`config.mk`:
```
export PLATFORM = sky130hd
export DESIGN_NAME = icache_dm
export DESIGN_NICKNAME = d
export VERILOG_FILES = /design/src/rtl/icache_dm.sv
export SDC_FILE = /design/constraint.sdc
export NUM_CORES = 2
export LEC_CHECK = 0
export ABC_AREA = 1
export CAP_MARGIN = 20
export CORE_MARGIN = 2
export CORE_UTILIZATION = 45
export DETAILED_ROUTE_END_ITERATION = 6
export HOLD_SLACK_MARGIN = 0.06
export SYNTH_ARGS = -nofsm -noshare
export SYNTH_HDL_FRONTEND = slang
export SYNTH_SLANG_ARGS = --single-unit
```
`constraint.sdc`:
```
create_clock -name CLK -period 5.65 [get_ports CLK]
set_clock_uncertainty 0.05 [all_clocks]
set_input_delay 0.565 -clock CLK [delete_from_list [all_inputs] [get_ports CLK]]
set_output_delay 0.565 -clock CLK [all_outputs]
set_load 0.02 [all_outputs]
```
`src/rtl/icache_dm.sv`:
```
// icache_dm: direct-mapped instruction cache with a combinational lookup path
// and a request/grant line-fill engine toward a word-wide backing memory.
module icache_dm #(
  parameter int LINES      = 16,
  parameter int LINE_WORDS = 4
) (
  input  logic        CLK,
  input  logic        RESET,
  input  logic [63:0] PC,
  input  logic        FLUSH,
  output logic        icache_r,
  output logic [31:0] instruction,
  output logic        mem_req,
  output logic [63:0] mem_addr,
  input  logic        mem_gnt,
  input  logic        mem_rvalid,
  input  logic [31:0] mem_rdata
);
  localparam int OB = $clog2(LINE_WORDS);
  localparam int IB = $clog2(LINES);
  localparam int TW = 64 - 2 - OB - IB;

  typedef enum logic [1:0] {IDLE, REQ, FILL} state_t;
  state_t state_q, state_d;

  logic [LINES-1:0] valid_q;
  logic [TW-1:0]    tag_mem  [LINES];
  logic [31:0]      data_mem [LINES][LINE_WORDS];
  logic [63:0]      fill_addr_q;
  logic [OB-1:0]    count_q;
  logic             flush_pend_q;

  logic [OB-1:0] pc_off;
  logic [IB-1:0] pc_idx;
  logic [TW-1:0] pc_tag;
  logic [IB-1:0] fill_idx;
  logic [TW-1:0] fill_tag;
  logic          pc_unused;
  logic          hit;
  logic          beat;
  logic          last_beat;

  assign pc_off    = PC[2+OB-1:2];
  assign pc_idx    = PC[2+OB+IB-1:2+OB];
  assign pc_tag    = PC[63:2+OB+IB];
  assign pc_unused = ^PC[1:0];
  assign fill_idx  = fill_addr_q[2+OB+IB-1:2+OB];
  assign fill_tag  = fill_addr_q[63:2+OB+IB];

  assign hit       = (state_q == IDLE) && valid_q[pc_idx] && (tag_mem[pc_idx] == pc_tag);
  assign beat      = (state_q == FILL) && mem_rvalid;
  assign last_beat = beat && (count_q == OB'(LINE_WORDS - 1));

  assign icache_r    = hit;
  assign instruction = hit ? data_mem[pc_idx][pc_off] : 32'h0;
  assign mem_req     = (state_q == REQ);
  assign mem_addr    = fill_addr_q;

  // NOTE: next state gets its hold value first so no path through the case can infer a latch.
  always_comb begin
    state_d = state_q;
    unique case (state_q)
      IDLE:    if (!hit && !FLUSH) state_d = REQ;
      REQ:     if (mem_gnt)        state_d = FILL;
      FILL:    if (last_beat)      state_d = IDLE;
      default:                     state_d = IDLE;
    endcase
  end

  // NOTE: all state uses non-blocking assignments so every flop samples pre-edge values.
  always_ff @(posedge CLK or posedge RESET) begin
    if (RESET) begin
      state_q      <= IDLE;
      valid_q      <= '0;
      flush_pend_q <= 1'b0;
      count_q      <= '0;
      fill_addr_q  <= '0;
    end else begin
      state_q <= state_d;
      if (state_q == IDLE && state_d == REQ)
        fill_addr_q <= {PC[63:2+OB], {(2+OB){1'b0}}};

      if (state_q == REQ && mem_gnt) count_q <= '0;
      else if (beat)                 count_q <= count_q + 1'b1;

      // A flush landing on the final beat also keeps the new line invalid.
      if (FLUSH)                           valid_q           <= '0;
      else if (last_beat && !flush_pend_q) valid_q[fill_idx] <= 1'b1;

      if (last_beat)                     flush_pend_q <= 1'b0;
      else if (FLUSH && state_q != IDLE) flush_pend_q <= 1'b1;
    end
  end

  // NOTE: tag and data arrays have no reset; the valid bits alone qualify them.
  always_ff @(posedge CLK) begin
    if (beat)      data_mem[fill_idx][count_q] <= mem_rdata;
    if (last_beat) tag_mem[fill_idx]           <= fill_tag;
  end

endmodule
```
Yosys cells after proc, flatten, opt, wreduce, memory -nomap -nowiden

Memory sizes are Yosys's and may differ from the RTL's.
Cells that the tools add are included.

Register bits: 81
Output and inout bits: 98
RAM bits: 2,944
Bits of input ports: 101
Logic and storage cells: 65
Memories kept: 2

Memories:

| memory   | depth | bits a word | read ports | clocked after Yosys merged registers in | wr ports | line | text |
|---|---|---|---|---|---|---|---|
| data_mem | 16    | 128         | 1          | 0                                       | 1        | 28   | `logic [31:0] data_mem [LINES][LINE_WORDS];` |
| tag_mem  | 16    | 56          | 1          | 0                                       | 1        | 27   | `logic [TW-1:0] tag_mem [LINES];` |

Bitwise logic cells: 3
Mux-type cells: 24
Magnitude comparators: 6
Equal/unequal tests: 5
Reductions and logical operators: 19
Add/subtract/negate cells: 1

Operators by type and width:

| cell                                                              | number |
|---|---|
| 2-to-1 mux 128 bit                                                | 1 |
| 2-to-1 mux 32 bit                                                 | 4 |
| binary-select mux 32 bit (select 2 bit)                           | 1 |
| demux 32 bit (select 2 bit)                                       | 1 |
| == test 56 bit                                                    | 1 |
| 2-to-1 mux 16 bit                                                 | 2 |
| OR 16 bit                                                         | 1 |
| logical AND 1 bit                                                 | 11 |
| less-than comparator 4 x 5 -> 1 bit, second input constant        | 2 |
| 2-to-1 mux 2 bit                                                  | 5 |
| nonzero test 2 bit                                                | 4 |
| 2-to-1 mux 1 bit                                                  | 7 |
| greater-or-equal comparator 3 bit, second input constant          | 2 |
| NOT 2 -> 3 bit                                                    | 2 |
| case mux 2 bit (3 select lines)                                   | 1 |
| binary-select mux 1 bit (select 4 bit)                            | 1 |
| demux 1 bit (select 4 bit)                                        | 1 |
| == test 2 x 1 -> 1 bit, second input constant                     | 2 |
| == test 2 bit, second input constant                              | 2 |
| greater-or-equal comparator 4 x 1 -> 1 bit, second input constant | 1 |
| logical NOT 1 bit                                                 | 3 |
| less-than comparator 3 x 1 -> 1 bit, second input constant        | 1 |
| adder 2 x 1 -> 2 bit, second input constant                       | 1 |
| logical NOT 2 bit                                                 | 1 |

Longest topological paths before layout

Depth after elaboration: 10
Mapped depth: 23
Depth with buffers taken out: 19

Worst setup path after synthesis

OpenSTA, ideal clock, no wires.

Path kind: input -> register
From: input port mem_rvalid
To: memory data_mem[11][0] in the netlist's numbering, enable pin
Cell stages on the path: 5
Library setup time: 0.535 ns
Arrival time: 4.893 ns
Path slack: 0.172 ns
Path buffers: 1
Required time: 5.065 ns
Cell sequence: nand3_1 > inv_1 > nand2_1 > clkbuf_1 > nor2_1

Longest elaborated chain between the ends: 3

Ends and longest elaborated chain:

| item                                     | line | text |
|---|---|---|
| start: declaration                       | 16   | `input logic mem_rvalid,` |
| logical AND 1 bit                        | 51   | `assign beat = (state_q == FILL) && mem_rvalid;` |
| 2-to-1 mux 1 bit                         | 97   | `if (beat) data_mem[fill_idx][count_q] <= mem_rdata;` |
| 2-to-1 mux 128 bit (not written as such) | 97   |  |
| end: declaration                         | 28   |  |

Every way passes these cells.

Worst setup path in the final report

From: input port PC[5]
To: output port instruction[15]

Longest elaborated chain between the ends: 5
Elaborated cells on any way between the ends: 11
Those cells by class: 1 x eq/ne; 6 x mux; 2 x reduce/logical; 2 x memory

Ends and longest elaborated chain:

| item                                                                                              | line   | text |
|---|---|---|
| start: declaration                                                                                | 9      | `input logic [63:0] PC,` |
| memory read (16 x 128 bit) / binary-select mux 1 bit (select 4 bit) (equally long branches)       | --     |  |
| binary-select mux 32 bit (select 2 bit) / 2-to-1 mux 1 bit (equally long branches)                | 55, 50 |  |
| 2-to-1 mux 32 bit (not written as such) / logical AND 1 bit (equally long branches) (2 in series) | 55, 50 |  |
| 2-to-1 mux 32 bit *                                                                               | 55     | `assign instruction = hit ? data_mem[pc_idx][pc_off] : 32'h0;` |
| end: declaration                                                                                  | 12     | `output logic [31:0] instruction,` |

Every way passes the cells marked *; elsewhere a longest branch is shown, timed or not. The select of a mux whose other input is x is not followed.

==> flow_summary.ini <==
[cells_and_area]
layout_common_cells = edfxtp_1 (2944), nand2_1 (2377), nand3_1 (854)
fill_cells = 22200
ff_latch_area_um2 = 90400
multi_input_area_um2 = 27900
layout_commonest_cell = edfxtp_1
drive_above_1_share_pct = 8.04
fin_cells = 13600
final_area_um2 = 138000
area_growth_pct = 13.7
nNetsFinal = 9883

[detailed_routing]
drtAntennaViolNets = 0
vias = 80200
totalWireLength_mm = 356
routedWlPerCell_um = 26.3
via_per_inst = 5.91
initialDrtViolationCount = 8751
drc_errors = 0
dr.pass1.iters = 6

[placement]
gp_congestion = 0.844
dp.final_hpwl_mm = 188
io_buffer_count = 192
dpl.cell_count = 13000
placed_area_um2 = 128000

[critical_path]
start_kind = input pin
worstPathArrival_ps = 4760
crit_fanout = 63
critPathKind = input pin to primary output
cp-end-kind = primary output
rr_endpoint = data_mem[14][80]
critPathSlowestCell = clkdlybuf4s50_1
cp.required_ps = 5040
crit_chain = dlygate4sd3_1 -> buf_8 -> inv_12 -> buf_4 -> o21ai_0 -> o221ai_1 -> nand2_1 -> nand2_1 -> o211ai_1 -> nand3_1 -> nand2_1 -> nor2_1 -> clkdlybuf4s50_1
critPathMostFrequentCell = nand2_1
critPathMaxStageDelay_ps = 630
r2r_slack_ps = 2110
worstRegToRegCells = 6
r2r_start = state_q[0]

[synthesis]
syn_area_um2 = 122000
synthTopCellsByArea = edfxtp_1 (73%), nand2_1 (7.3%), nand3_1 (3.5%)
syn_inst = 9684
ys_seq_area_share_pct = 74.3
avgSynthCellArea_um2 = 12.6
synth.distinct_cells = 32
synth-seq-cells = 3025
yosysWarnings = 0
netlist.area_leader.share_pct = 72.7
yosys.area.top_type = edfxtp_1

[clock_tree]
cts_buffers = 308
cts.sinks = 3025
cts_max_level = 5
clk_pin_slew_ps = 60
clock_latency_ps = 900
cts_tree = done
clockBufferDepth = 4
cts_setup_buffers = 0
root_buffer = clkbuf_16

[die]
start_util_pct = 45.3
fp.dieH_um = 524
pin_count = 199
die_w_um = 524
rows = 190
core_um2 = 268000
die_area_um2 = 275000

[global_routing]
grt_pass1_wl_mm = 518
grt.overflow.total = 0
grt_max_degree = 223
antenna_found_initial = 15
grt_pass1_vias = 76900
grtUsageTotal_pct = 25.5

[timing]
setup_viol_count_final = 0
slew_violations = 74
tns_ps = 0
max_slew_margin_pct = -2.79
finalHoldViolCount = 0
worstMarginPinSlew_ps = 1540
hold_slack_ps = 80.1
max_freq_ghz = 0.186
period_share_pct = 95.1
period_needed_ps = 5370
rsz0062_at_grt = false

[job]
drv_cap = 0

[power]
power.density_nw_per_um2 = 371
p_total_w = 0.0513
internal-power_w = 0.0388
netSwitchingFraction_pct = 24.5
leakagePower_nw = 47.8
pwr-share-clk_pct = 39.1
peakVddDrop_mv = 0.238
pwr-share-comb_pct = 8.5
power.switching_w = 0.0126
p_seq_share_pct = 52.4

[hold_path]
worstHoldPathCells = 1
min_delay_worst_endpoint = data_mem[8][111]
worstHoldStart = mem_rdata[15]
hp-class = input pin to flip-flop

[status]
outcome = finished with violations
violations = slew limit
-- cell type report --
type                       count  area share, %
multi-input combinational   5718           20.1
sequential                  3025           65.4
inverter                     275          0.774
clock buffer                 389           6.02
timing repair buffer         450           3.38
antenna                        5        0.00905
clock inverter               161           1.06
tap                         3552           3.21
-- metrics by stage --
step                      setup slack [ps]  utilization [%]
after detailed placement               536             47.6
final                                  277             51.5
after global routing                  86.5             51.5
after floorplan                        172                -
after global placement                 596             47.6
after CTS                             21.5             51.3
-- critical path: cells and delay by family --
family,cells,cell delay [ps]
AO/OA/AOI/OAI,3,730
buffers and inverters,5,2360
AND/OR/NAND/NOR,5,930
-- cells by family after synthesis --
kind of cell / count (synthesis) / synth area share (%)
other: 1 / 0.00308
and+or+nand+nor: 4023 / 13.4
DFF: 3025 / 74.3
adders and majority gates: 4 / 0.0411
buffers and inverters: 944 / 3.19
AOI/OAI and AO/OA: 1687 / 9.02
-- synth_stat cells --
library cell	n
buf_1	95
inv_1	271
o221ai_1	256
nor2_1	742
buf_2	192
nor3_1	1
clkinv_1	1
inv_2	3
a221o_1	65
clkbuf_1	363
and2_1	1
ha_1	4
a21oi_1	415
or2_0	6
o21ai_0	608
o211ai_1	145
a32o_1	128
o21ai_1	7
or2_2	5
dfrtp_1	81
nand3_1	854
nand2_1	2379
edfxtp_1	2944
nand3b_1	18
or2_1	1
a221oi_1	63
nand2_2	1
nand2_4	1
nand4_1	14
buf_6	7
buf_4	12
conb_1	1
-- worst max-delay path by stage --
stage	cells past startpoint	startpoint	slack, ps	endpoint
4_1_cts	17	PC[5]	20	instruction[11]
3_3_place_gp	18	PC[4]	600	instruction[19]
5_1_grt	17	PC[5]	90	instruction[12]
6_report	13	PC[5]	280	instruction[15]
3_5_place_dp	18	PC[4]	540	instruction[11]
2_1_floorplan	5	mem_rvalid	170	data_mem[11][0]
-- metal layers --
metal,GRT usage (%),up-vias,share of wire (%)
li1,-,35500,-
met5,0,-,0.012
met1,34.9,40600,41
met3,4.43,660,8.1
met4,9.46,8,3.8
met2,41.0,3499,47
-- flip-flops by register name (all words and copies together) (netlist names) --
name,cells
count_q,2
flush_pend_q,1
valid_q,16
tag_mem,896
state_q,2
data_mem,2048
mem_addr,60
-- what timing repair did --
action | in CTS | in global routing
hold buffers | 1 | 15
hold endpoints to repair | 1 | 143
gates resized for setup | 0 | 3
endpoints found under the setup margin | 0 | 15
-- power groups by stage --
stage	logic [W]	registers (W)	clock network [W]
after floorplan	0.00195	0.0272	0
final	0.00437	0.0269	0.0201
after detailed placement	0.00429	0.0274	0
after global placement	0.00421	0.0273	0
after CTS	0.00430	0.0269	0.0203
after global routing	0.00468	0.0270	0.0211
(Power assumes the default switching activity.)
